## src/rtl/pipeline_pkg.sv

```systemverilog
// Shared types for the ID/EX control stage: I/O handshake state, EX control bundle, widths.
package pipeline_pkg;
    localparam int ALU_CTRL_W   = 4;
    localparam int RESULT_SRC_W = 3;

    typedef enum logic [1:0] {IDLE, OUT_WAIT, IN_WAIT} io_state_t;

    typedef struct packed {
        logic                    reg_write;
        logic                    mem_write;
        logic [RESULT_SRC_W-1:0] result_src;
        logic [ALU_CTRL_W-1:0]   alu_control;
        logic                    alu_src;
        logic                    branch;
        logic                    jump;
        logic                    alu_op_and;
        logic                    funct3_0;
    } ex_ctrl_t;

    // out wins when decode flags both directions
    function automatic io_state_t entry_state(input logic out_issued, input logic in_issued);
        if (out_issued)     return OUT_WAIT;
        else if (in_issued) return IN_WAIT;
        else                return IDLE;
    endfunction
endpackage

```

## src/rtl/pipeline_if.sv

```systemverilog
// Decode->EX and EX->MEM control bundles. Modport names describe the producing stage's side,
// so the consuming/driving block sees the directions from its own viewpoint.
interface control_decode_io;
    logic                                 reg_write;
    logic                                 mem_write;
    logic [pipeline_pkg::RESULT_SRC_W-1:0] result_src;
    logic [pipeline_pkg::ALU_CTRL_W-1:0]   alu_control;
    logic                                 alu_src;
    logic                                 branch;
    logic                                 jump;
    logic                                 alu_op_and;
    logic                                 funct3_0;
    logic                                 out_issued;
    logic                                 in_issued;
    modport out (input reg_write, mem_write, result_src, alu_control, alu_src,
                       branch, jump, alu_op_and, funct3_0, out_issued, in_issued);
    modport src (output reg_write, mem_write, result_src, alu_control, alu_src,
                        branch, jump, alu_op_and, funct3_0, out_issued, in_issued);
endinterface

interface control_exec_io;
    logic                                 reg_write;
    logic                                 mem_write;
    logic [pipeline_pkg::RESULT_SRC_W-1:0] result_src;
    modport in   (output reg_write, mem_write, result_src);
    modport sink (input  reg_write, mem_write, result_src);
endinterface

```

## src/rtl/io_handshake_fsm.sv

```systemverilog
// In/out port handshake tracker for the instruction in EX: stall, valid/ready, input capture.
// Optional wait timeout under IO_TIMEOUT_EN.
module io_handshake_fsm import pipeline_pkg::*; #(
    parameter int IO_W           = 32,
    parameter int TIMEOUT_CYCLES = 65535
) (
    input  logic            clk,
    input  logic            rst_n,
    input  logic            flush_i,
    input  logic            load_i,
    input  logic            out_issued_i,
    input  logic            in_issued_i,
    input  logic            out_ready_i,
    input  logic            in_valid_i,
    input  logic [IO_W-1:0] in_data_i,
    output logic            io_stall_o,
    output logic            io_kill_o,
    output logic            out_valid_o,
    output logic            in_ready_o,
    output logic [IO_W-1:0] in_data_m_o
`ifdef IO_TIMEOUT_EN
    , output logic          io_timeout_o
`endif
);
    if (TIMEOUT_CYCLES < 1 || TIMEOUT_CYCLES > 65535) begin : g_bad_limit
        $error("TIMEOUT_CYCLES must fit the 16-bit wait counter");
    end

    io_state_t       state_q, state_d;
    logic [IO_W-1:0] in_data_m_q;
    logic            out_done, in_done, stall_raw, timeout_hit;

    assign out_valid_o = (state_q == OUT_WAIT);
    assign in_ready_o  = (state_q == IN_WAIT);
    assign out_done    = out_valid_o & out_ready_i;
    assign in_done     = in_ready_o & in_valid_i;
    assign stall_raw   = (out_valid_o & ~out_ready_i) | (in_ready_o & ~in_valid_i);
    assign in_data_m_o = in_data_m_q;

`ifdef IO_TIMEOUT_EN
    localparam logic [15:0] TO_LIM = 16'(TIMEOUT_CYCLES);
    logic [15:0] cnt_q, cnt_d;
    logic        to_q, to_d;

    assign timeout_hit  = stall_raw & (cnt_q == TO_LIM);
    assign io_stall_o   = stall_raw & ~timeout_hit;
    assign io_kill_o    = timeout_hit;
    assign io_timeout_o = to_q;

    always_comb begin
        cnt_d = cnt_q;
        if (flush_i || load_i) cnt_d = '0;
        else if (io_stall_o)   cnt_d = cnt_q + 16'd1;
        to_d = to_q | (timeout_hit & ~flush_i);
    end

    always_ff @(posedge clk or negedge rst_n) begin
        if (!rst_n) begin
            cnt_q <= '0;
            to_q  <= 1'b0;
        end else begin
            cnt_q <= cnt_d;
            to_q  <= to_d;
        end
    end
`else
    assign timeout_hit = 1'b0;
    assign io_stall_o  = stall_raw;
    assign io_kill_o   = 1'b0;
`endif

    always_comb begin
        state_d = state_q;
        if (flush_i)                               state_d = IDLE;
        else if (load_i)                           state_d = entry_state(out_issued_i, in_issued_i);
        else if (out_done || in_done || timeout_hit) state_d = IDLE;
    end

    always_ff @(posedge clk or negedge rst_n) begin
        if (!rst_n) begin
            state_q     <= IDLE;
            in_data_m_q <= '0;
        end else begin
            state_q <= state_d;
            if (in_done && !flush_i) in_data_m_q <= in_data_i;
        end
    end
endmodule

```

## src/rtl/ex_ctrl_stage.sv

```systemverilog
// ID/EX control register, branch/jump resolution and EX/MEM control gating.
// Build with IO_TIMEOUT_EN to add the I/O wait timeout and the io_timeout port.
module ex_ctrl_stage import pipeline_pkg::*; #(
    parameter int IO_W           = 32,
    parameter int TIMEOUT_CYCLES = 65535
) (
    input  logic                  clk,
    input  logic                  rst_n,
    control_decode_io.out         dec,
    control_exec_io.in            exe,
    input  logic                  stall_e,
    input  logic                  flush_e,
    input  logic                  zero_e,
    input  logic                  alu_lsb_e,
    output logic [ALU_CTRL_W-1:0] alu_control_e,
    output logic                  alu_src_e,
    output logic                  pc_src_e,
    output logic                  io_stall,
    output logic                  out_valid,
    input  logic                  out_ready,
    output logic                  in_ready,
    input  logic                  in_valid,
    input  logic [IO_W-1:0]       in_data,
    output logic [IO_W-1:0]       in_data_m
`ifdef IO_TIMEOUT_EN
    , output logic                io_timeout
`endif
);
    ex_ctrl_t ex_q, ex_d;
    logic     load, io_kill, cond;

    assign load = ~io_stall & ~stall_e;

    always_comb begin
        ex_d = ex_q;
        if (flush_e) begin
            ex_d = '0;
        end else if (load) begin
            ex_d.reg_write   = dec.reg_write;
            ex_d.mem_write   = dec.mem_write;
            ex_d.result_src  = dec.result_src;
            ex_d.alu_control = dec.alu_control;
            ex_d.alu_src     = dec.alu_src;
            ex_d.branch      = dec.branch;
            ex_d.jump        = dec.jump;
            ex_d.alu_op_and  = dec.alu_op_and;
            ex_d.funct3_0    = dec.funct3_0;
        end
    end

    always_ff @(posedge clk or negedge rst_n) begin
        if (!rst_n) ex_q <= '0;
        else        ex_q <= ex_d;
    end

    io_handshake_fsm #(.IO_W(IO_W), .TIMEOUT_CYCLES(TIMEOUT_CYCLES)) u_io (
        .clk          (clk),
        .rst_n        (rst_n),
        .flush_i      (flush_e),
        .load_i       (load),
        .out_issued_i (dec.out_issued),
        .in_issued_i  (dec.in_issued),
        .out_ready_i  (out_ready),
        .in_valid_i   (in_valid),
        .in_data_i    (in_data),
        .io_stall_o   (io_stall),
        .io_kill_o    (io_kill),
        .out_valid_o  (out_valid),
        .in_ready_o   (in_ready),
        .in_data_m_o  (in_data_m)
`ifdef IO_TIMEOUT_EN
        , .io_timeout_o (io_timeout)
`endif
    );

    // funct3[0] inverts the sense: beq/bne on zero, blt/bge style on the slt bit
    assign cond          = (ex_q.alu_op_and ? alu_lsb_e : zero_e) ^ ex_q.funct3_0;
    assign pc_src_e      = ex_q.jump | (ex_q.branch & cond);
    assign alu_control_e = ex_q.alu_control;
    assign alu_src_e     = ex_q.alu_src;

    assign exe.reg_write  = ex_q.reg_write & ~io_stall & ~io_kill;
    assign exe.mem_write  = ex_q.mem_write & ~io_stall & ~io_kill;
    assign exe.result_src = ex_q.result_src;
endmodule
```

## src/flat_wrapper.sv

```systemverilog
// flat-port wrapper written by rule: the top's interface ports become plain ports
module ex_ctrl_stage_flat import pipeline_pkg::*;
#(
    parameter int IO_W           = 32,
    parameter int TIMEOUT_CYCLES = 65535
)
  (clk, rst_n, stall_e, flush_e, zero_e, alu_lsb_e, alu_control_e, alu_src_e, pc_src_e, io_stall, out_valid, out_ready, in_ready, in_valid, in_data, in_data_m, dec_reg_write, dec_mem_write, dec_result_src, dec_alu_control, dec_alu_src, dec_branch, dec_jump, dec_alu_op_and, dec_funct3_0, dec_out_issued, dec_in_issued, exe_reg_write, exe_mem_write, exe_result_src);
  control_decode_io dec_i ();
  control_exec_io exe_i ();
  input  logic clk;
  input  logic rst_n;
  input  logic stall_e;
  input  logic flush_e;
  input  logic zero_e;
  input  logic alu_lsb_e;
  output logic [ALU_CTRL_W-1:0] alu_control_e;
  output logic alu_src_e;
  output logic pc_src_e;
  output logic io_stall;
  output logic out_valid;
  input  logic out_ready;
  output logic in_ready;
  input  logic in_valid;
  input  logic [IO_W-1:0] in_data;
  output logic [IO_W-1:0] in_data_m;
  input wire logic [$bits(dec_i.reg_write)-1:0] dec_reg_write;
  input wire logic [$bits(dec_i.mem_write)-1:0] dec_mem_write;
  input wire logic [$bits(dec_i.result_src)-1:0] dec_result_src;
  input wire logic [$bits(dec_i.alu_control)-1:0] dec_alu_control;
  input wire logic [$bits(dec_i.alu_src)-1:0] dec_alu_src;
  input wire logic [$bits(dec_i.branch)-1:0] dec_branch;
  input wire logic [$bits(dec_i.jump)-1:0] dec_jump;
  input wire logic [$bits(dec_i.alu_op_and)-1:0] dec_alu_op_and;
  input wire logic [$bits(dec_i.funct3_0)-1:0] dec_funct3_0;
  input wire logic [$bits(dec_i.out_issued)-1:0] dec_out_issued;
  input wire logic [$bits(dec_i.in_issued)-1:0] dec_in_issued;
  output wire logic [$bits(exe_i.reg_write)-1:0] exe_reg_write;
  output wire logic [$bits(exe_i.mem_write)-1:0] exe_mem_write;
  output wire logic [$bits(exe_i.result_src)-1:0] exe_result_src;
  assign dec_i.reg_write = dec_reg_write;
  assign dec_i.mem_write = dec_mem_write;
  assign dec_i.result_src = dec_result_src;
  assign dec_i.alu_control = dec_alu_control;
  assign dec_i.alu_src = dec_alu_src;
  assign dec_i.branch = dec_branch;
  assign dec_i.jump = dec_jump;
  assign dec_i.alu_op_and = dec_alu_op_and;
  assign dec_i.funct3_0 = dec_funct3_0;
  assign dec_i.out_issued = dec_out_issued;
  assign dec_i.in_issued = dec_in_issued;
  assign exe_reg_write = exe_i.reg_write;
  assign exe_mem_write = exe_i.mem_write;
  assign exe_result_src = exe_i.result_src;
  ex_ctrl_stage #(.IO_W(IO_W), .TIMEOUT_CYCLES(TIMEOUT_CYCLES)) u_core (.clk(clk), .rst_n(rst_n), .dec(dec_i), .exe(exe_i), .stall_e(stall_e), .flush_e(flush_e), .zero_e(zero_e), .alu_lsb_e(alu_lsb_e), .alu_control_e(alu_control_e), .alu_src_e(alu_src_e), .pc_src_e(pc_src_e), .io_stall(io_stall), .out_valid(out_valid), .out_ready(out_ready), .in_ready(in_ready), .in_valid(in_valid), .in_data(in_data), .in_data_m(in_data_m));
endmodule
```

## config.mk

```make
export PLATFORM = sky130hd
export DESIGN_NAME = ex_ctrl_stage_flat
export DESIGN_NICKNAME = d
export VERILOG_FILES = /design/src/rtl/pipeline_pkg.sv /design/src/rtl/pipeline_if.sv /design/src/rtl/io_handshake_fsm.sv /design/src/rtl/ex_ctrl_stage.sv /design/src/flat_wrapper.sv
export SDC_FILE = /design/constraint.sdc
export NUM_CORES = 1
export LEC_CHECK = 0
export ABC_AREA = 1
export CORE_ASPECT_RATIO = 2
export CORE_UTILIZATION = 44
export CTS_CLUSTER_SIZE = 20
export DETAILED_ROUTE_END_ITERATION = 7
export PLACE_DENSITY_LB_ADDON = 0.12
export SETUP_SLACK_MARGIN = 0.3
export SLEW_MARGIN = 15
export SYNTH_ARGS = -nofsm -noshare
export SYNTH_HDL_FRONTEND = slang
export SYNTH_HIERARCHICAL = 1
export SYNTH_SLANG_ARGS = --single-unit
```

## constraint.sdc

```tcl
create_clock -name clk -period 3.05 [get_ports clk]
set_input_delay 0.61 -clock clk [delete_from_list [all_inputs] [get_ports clk]]
set_output_delay 0.61 -clock clk [all_outputs]
set_load 0.05 [all_outputs]
```

==> metrics.cfg, run 1 <==
[die]
fp.coreArea_um2 = 4865
fp-row-count = 36
die_y_um = 102.3
boundaryPins = 102
die_w_um = 52.15
design.die.area_um2 = 5335
initial_core_util_pct = 45.50

[finish]
register_area_um2 = 1201
n_fill_cell = 418
flow.area_growth_from_synthesis_pct = 48.45
multi_input_area_um2 = 779.5
stdcell_area_um2 = 3286
layout.cells.most_common_list = sky130_fd_sc_hd__clkdlybuf4s50_1, sky130_fd_sc_hd__nand2_1, sky130_fd_sc_hd__dfrtp_1
nets = 388
final_common_cell = sky130_fd_sc_hd__clkdlybuf4s50_1
inserted_diodes = 0
layout_cell_share_with_drive_strength_beyond_1_pct = 10.51

[timing]
fmax_mhz = 413.0
timing_worst_slew_pin_value_ps = 802.7
grt_setup_unrepaired = false
maxSlewViolCount = 0
setup_total_negative_slack_ps = 0
number_of_hold_violations_in_the_final_report = 0
fin_skew_ps = 2.409
min_period_over_period_pct = 79.39
max_slew_margin_pct = 46.48
final.min_clock_period_ps = 2421
setup_viol = 0

[yosys]
synth.ff_latch_count = 48
netlist_area_um2 = 2213
synth_top_area_cell = sky130_fd_sc_hd__dfrtp_1
synth_cells = 245
synth_top_cell_area_share_pct = 54.27
share_of_the_yosys_chip_area_belonging_to_registers_pct = 54.27
yosys-top-cells-area = sky130_fd_sc_hd__dfrtp_1, sky130_fd_sc_hd__nand2_1, sky130_fd_sc_hd__nand4_1
synth-warning-count = 6
ys_types = 20
average_cell_area_after_synthesis_um2 = 9.034
postSynthNetCount = 301

[placement]
placedInstanceArea_um2 = 3191
post-dp-hpwl_mm = 3.855
gpl.final_weighted_congestion = 0.6834
numPortBuffers = 101

[global_routing]
grt_usage_pct = 21.83
use_met2_pct = 38.76
number_of_antenna_violations_at_the_first_check_in_global_routing = 0
grt_util_met3_pct = 3.869
gr-total-overflow = 0
grt-busiest-layer = met2
number_of_global_route_vias_before_repair = 1888
grt_first_pass_wirelength_mm = 8.645
grt_use_met1_pct = 25.36
largest_net_degree_at_the_start_of_global_routing = 49

[job]
cap_violations = 0

[pwr]
pwr_density_cell_nw_per_um2 = 628.8
ir_worst_vdd_uv = 485.0
power_frac_seq_pct = 39.1
cellLeakagePower_nw = 1.537
switching_power_uw = 837.5
power.internal_mw = 1.229
comb_power_share_pct = 42.1
switching_share_pct = 40.54
power.share.clock_pct = 18.8

[clocking]
worst_skew_pair.late_latency_ps = 290
cts-root-to-sink-buffers = 2
cts_setup_buffers = 0
cts.sink_count = 48
cts_root_buf = sky130_fd_sc_hd__clkbuf_8
worst_setup_hold_path_clk_slew_ps = 80
ctsHoldBuffers = 0
postCtsResizedCells = 0
cts-htree-levels = 2
tritoncts_clock_tree = yes
cts_bufs_inserted = 5

[run_status]
run_status = finished clean

[drt]
ant_nets = 0
first_pass_iters = 4
drt_iter0_drc = 52
drc_errors_left = 0
num_vias = 1990
postRouteWirelength_mm = 5.449
route.detailed.vias_per_inst = 5.103
routedWlPerCell_um = 13.97

[critical_path]
cp_data_required_time_ps = 2440
startpoint_type = input port
crit_arrival_ps = 1810
worstPathMaxFanout = 5
critical_path.endpoint_type = output pin
worstSetupPathType = input port to output pin

[min_path]
hold_path.class = input port to asynchronous set/reset pin

## Yosys cell counts
cell,n
sky130_fd_sc_hd__dfrtp_1,48
sky130_fd_sc_hd__nand2_1,73
sky130_fd_sc_hd__o21ai_2,11
sky130_fd_sc_hd__a21oi_1,1
sky130_fd_sc_hd__inv_1,20
sky130_fd_sc_hd__buf_2,7
sky130_fd_sc_hd__buf_1,2
sky130_fd_sc_hd__o22ai_1,1
sky130_fd_sc_hd__nand4_1,33
sky130_fd_sc_hd__conb_1,1
sky130_fd_sc_hd__clkbuf_1,2
sky130_fd_sc_hd__nand3_2,1
sky130_fd_sc_hd__buf_4,8
sky130_fd_sc_hd__o21ai_0,4
sky130_fd_sc_hd__nor3_1,2
sky130_fd_sc_hd__nor2_4,2
sky130_fd_sc_hd__buf_6,5
sky130_fd_sc_hd__inv_2,2
sky130_fd_sc_hd__nand3_1,21
sky130_fd_sc_hd__nor2_1,1
## cells by family (layout without fill, tap and decap cells)
kind of cell	after synthesis	in the layout	synth area share, %
and+or+nand+nor	133	133	28.55
DFF	48	48	54.27
buffers and inverters	46	134	11.25
other	1	1	0.1694
AOI/OAI and AO/OA	17	17	5.766
## flip-flops by register name (all words and copies together) (netlist names)
signal                   count
u_core/alu_src_e             1
u_core/u_io/in_data_m_o     32
u_core/exe.result_src        3
u_core/ex_q                  6
u_core/alu_control_e         4
u_core/u_io/state_q          2
## through the flow
step                      worst slack (ps)  util, %  total power, mW  hold WS, ps  instances
after detailed placement             580.3    65.59            1.697        457.4        382
after global routing                 562.8    67.54            2.169        371.0        390
after floorplan                      411.9        -            1.357        314.4        245
after global placement               610.8    65.59            1.687        452.8        382
final                                628.6    67.54            2.066        310.7        390
after CTS                            599.8    67.49            2.083        478.1        390
## worst max-delay path, stage by stage
cell and delay (ps):
sky130_fd_sc_hd__clkdlybuf4s50_1 440, sky130_fd_sc_hd__o22ai_2 450, sky130_fd_sc_hd__nor3_2 130, sky130_fd_sc_hd__buf_12 170
## final cells by class
cell class | count | area share (%)
sequential | 48 | 36.56
inverter | 22 | 2.513
clock inverter | 2 | 0.3046
clock buffer | 6 | 2.513
multi-input combinational | 151 | 23.72
timing repair buffer | 104 | 32.22
tap | 57 | 2.171
## layer usage
metal	part of all wire, %	vias to the layer above
li1	-	979
met1	39	925
met2	54	78
met3	5.5	8
met4	2.0	0
met5	0	-
## worst paths after layout
| path | startpoint | endpoint | slack, ps | depth (start not counted) |
|---|---|---|---|---|
| max in group asynchronous | rst_n | u_core/u_io/state_q[0] | 2320 | 1 |
| setup reg to reg | u_core/u_io/state_q[0] | u_core/u_io/in_data_m_o[10] | 1170 | 5 |
| hold reg to reg | u_core/u_io/in_data_m_o[1] | u_core/u_io/in_data_m_o[1] | 470 | 2 |
| hold / removal | rst_n | u_core/u_io/in_data_m_o[21] | 310 | 1 |
| setup / recovery | in_valid | exe_reg_write | 630 | 4 |
| min in group clk | u_core/u_io/in_data_m_o[1] | u_core/u_io/in_data_m_o[1] | 470 | 2 |
## power groups by stage
stage / clock network, mW / logic (mW) / registers (mW)
finish: 0.389 / 0.870 / 0.807
detailed placement: 0 / 0.876 / 0.821
CTS: 0.398 / 0.877 / 0.809
floorplan: 0 / 0.185 / 1.17
global placement: 0 / 0.868 / 0.819
global route: 0.427 / 0.919 / 0.823
Power figures use the tool's default switching activity.
==> run 2: changes to the inputs <==
- CORE_UTILIZATION: 44 -> 41
- clock period: 3.05 -> 2.4 ns (I/O delays scaled with it)
==> run 2 against run 1 <==
Effect of this change:
- cell area rose by 2.9%
- core utilization shrank 2.3 points
- clock skew hardly changed
- clock power grew 49%
- die area increased by 7.1%
- combinational power is 29% higher
- setup slack got worse by 250 ps
- final cell count grew 1.5%
- critical path depth stayed put
- hold slack got worse by 49 ps
- first-iteration DRC count grew 9.6%
==> metrics.cfg, run 2 (synthesized netlist as in run 1, its figures left out) <==
[run_status]
run_status = finished clean

[timing]
number_of_hold_violations_in_the_final_report = 0  ; unchanged
fin_skew_ps = 2.681  ; +0.2725 ps
fmax_mhz = 494.5
setup_viol = 0  ; unchanged
setup_total_negative_slack_ps = 0  ; unchanged
final.min_clock_period_ps = 2022
grt_setup_unrepaired = false
maxSlewViolCount = 0  ; unchanged
timing_worst_slew_pin_value_ps = 802.0  ; -0.7055 ps
min_period_over_period_pct = 84.27
max_slew_margin_pct = 46.53  ; +0.047 points
timing.hold.ws_ps = 262.2  ; -48.54 ps

[clocking]
cts_setup_buffers = 0  ; unchanged
cts_root_buf = sky130_fd_sc_hd__clkbuf_8
cts-root-to-sink-buffers = 2  ; unchanged
tritoncts_clock_tree = yes
ctsHoldBuffers = 0  ; unchanged
worst_setup_hold_path_clk_slew_ps = 90  ; about the same
cts-htree-levels = 2  ; unchanged
cts_bufs_inserted = 5  ; unchanged
worst_skew_pair.late_latency_ps = 300  ; about the same
cts.sink_count = 48  ; unchanged

[pwr]
ir_worst_vdd_uv = 558.1  ; +15%
switching_power_mw = 1.074  ; +28%
cellLeakagePower_nw = 1.573  ; +2.3%
power.internal_mw = 1.650  ; +34%
pwr_density_cell_nw_per_um2 = 805.8  ; +28%
switching_share_pct = 39.44  ; -1.1 points
power.share.clock_pct = 21.2  ; +2.4 points
comb_power_share_pct = 41.2  ; -0.9 points
power_frac_seq_pct = 37.6  ; -1.5 points

[drt]
drt-met1-wl_mm = 2.171  ; +3.4%
route.met2.wl_mm = 2.839  ; -3.4%
wl_met3_um = 302  ; +0.67%
drt_iter0_drc = 57  ; +9.6%
drc_errors_left = 0  ; unchanged
first_pass_iters = 4  ; unchanged
ant_nets = 0  ; unchanged
route.detailed.vias_per_inst = 5.109  ; +0.12%
num_vias = 2023  ; +1.7%
routedWlPerCell_um = 13.90  ; -0.48%
highest-signal-layer = met4
postRouteWirelength_mm = 5.506  ; +1.0%

[finish]
inserted_diodes = 0  ; unchanged
layout_cell_share_with_drive_strength_beyond_1_pct = 12.13  ; +1.6 points
instances_no_fill = 396  ; +1.5%
largest_register_ff_count = 32  ; unchanged
final_common_cell = sky130_fd_sc_hd__clkdlybuf4s50_1
nets = 393  ; +1.3%
flow.area_growth_from_synthesis_pct = 52.74
layout.cells.most_common_list = sky130_fd_sc_hd__clkdlybuf4s50_1, sky130_fd_sc_hd__nand2_1, sky130_fd_sc_hd__dfrtp_1

[placement]
placedCellCount = 388  ; +1.6%
numPortBuffers = 101  ; unchanged
gpl.final_weighted_congestion = 0.7158  ; +4.7%
post-dp-hpwl_mm = 3.901  ; +1.2%

[critical_path]
critPathSlowestCell = sky130_fd_sc_hd__clkdlybuf4s50_1
cp_data_required_time_ps = 1920  ; -520 ps
startpoint_type = input port
worstPathMaxFanout = 4  ; -1
worstSetupPathType = input port to output pin
cp_cell_sequence = clkdlybuf4s50_1 -> o22ai_4 -> buf_4 -> buf_12
crit_arrival_ps = 1540  ; -270 ps
critical_path.endpoint_type = output pin
cpPeakStageDelay_ps = 470  ; +20 ps

[die]
initial_core_util_pct = 42.69  ; -2.8 points
die_y_um = 105.9  ; +3.5%
fp.coreArea_um2 = 5185  ; +6.6%
die_w_um = 53.96  ; +3.5%
boundaryPins = 102  ; unchanged
design.die.area_um2 = 5714  ; +7.1%
fp-row-count = 37  ; +2.8%

[global_routing]
gr-total-overflow = 0  ; unchanged
number_of_global_route_vias_before_repair = 1884  ; -0.21%
grt_first_pass_wirelength_mm = 9.011  ; +4.2%
grt_usage_pct = 21.65  ; -0.18 points
largest_net_degree_at_the_start_of_global_routing = 49  ; unchanged
number_of_antenna_violations_at_the_first_check_in_global_routing = 0  ; unchanged

[min_path]
hold_path.class = input port to asynchronous set/reset pin

[job]
cap_violations = 0  ; unchanged

[run 2: changes by cell type in the layout (fill, tap and decap cells not counted), moves of 2 or more]
| cell | delta |
|---|---|
| sky130_fd_sc_hd__nor3_2 | -2 |
| sky130_fd_sc_hd__dlygate4sd2_1 | +2 |
| sky130_fd_sc_hd__buf_4 | +3 |
| sky130_fd_sc_hd__clkdlybuf4s50_1 | -3 |
| sky130_fd_sc_hd__buf_12 | +2 |
| sky130_fd_sc_hd__nor3_4 | +2 |
[run 2: metal layers]
metal  GRT usage [%]  vias up
met5               0        -
met4           11.28        0
met3           4.292       13
met2           35.36       76
met1           25.44      945
li1                -      989
[run 2: path summary, 6_finish.rpt]
path	from	end	slack (ps)	cells after the start
max in group asynchronous	rst_n	u_core/exe.result_src[2]	1730	2
setup / recovery	out_ready	io_stall	380	4
hold reg to reg	u_core/u_io/in_data_m_o[25]	u_core/u_io/in_data_m_o[25]	470	2
setup reg to reg	u_core/u_io/state_q[0]	u_core/alu_control_e[2]	670	5
hold / removal	rst_n	u_core/u_io/in_data_m_o[24]	260	2
min in group clk	u_core/u_io/in_data_m_o[25]	u_core/u_io/in_data_m_o[25]	470	2
[run 2: layout make-up]
cell class / count / area, um2
Inverter: 22 / 82.58
Fill cell: 468 / 1804
Timing Repair Buffer: 109 / 1114
Multi-Input combinational cell: 151 / 799.5
Tap cell: 58 / 72.57
Sequential cell: 48 / 1201
Clock inverter: 3 / 42.54
Clock buffer: 5 / 68.82
[run 2: worst max-delay path, delay by kind of cell]
kind            cells  cell delay, ps
buf+inv             3             800
compound gates      1             260
[run 2: power groups by stage]
stage | Clock (mW) | Combinational [mW] | Sequential [mW]
floorplan | 0 | 0.240 | 1.49
global placement | 0 | 1.12 | 1.03
detailed placement | 0 | 1.13 | 1.04
CTS | 0.591 | 1.13 | 1.03
global route | 0.623 | 1.19 | 1.04
finish | 0.578 | 1.12 | 1.02
[run 2: repair_timing]
item	CTS	global route
pin swaps	1	1
endpoints found under the setup margin	3	1
gates resized for setup	2	0
[run 2: metrics by stage]
| stage | power [mW] | worst slack, ps | area, um2 | utilization (%) |
|---|---|---|---|---|
| 2_1_floorplan | 1.729 | 340.1 | 2250 | - |
| 3_3_place_gp | 2.156 | 199.1 | 3272 | 63.10 |
| 3_5_place_dp | 2.171 | 184.4 | 3272 | 63.10 |
| 4_1_cts | 2.749 | 350.4 | 3381 | 65.20 |
| 5_1_grt | 2.853 | 316.1 | 3381 | 65.20 |
| 6_report | 2.724 | 377.6 | 3381 | 65.20 |
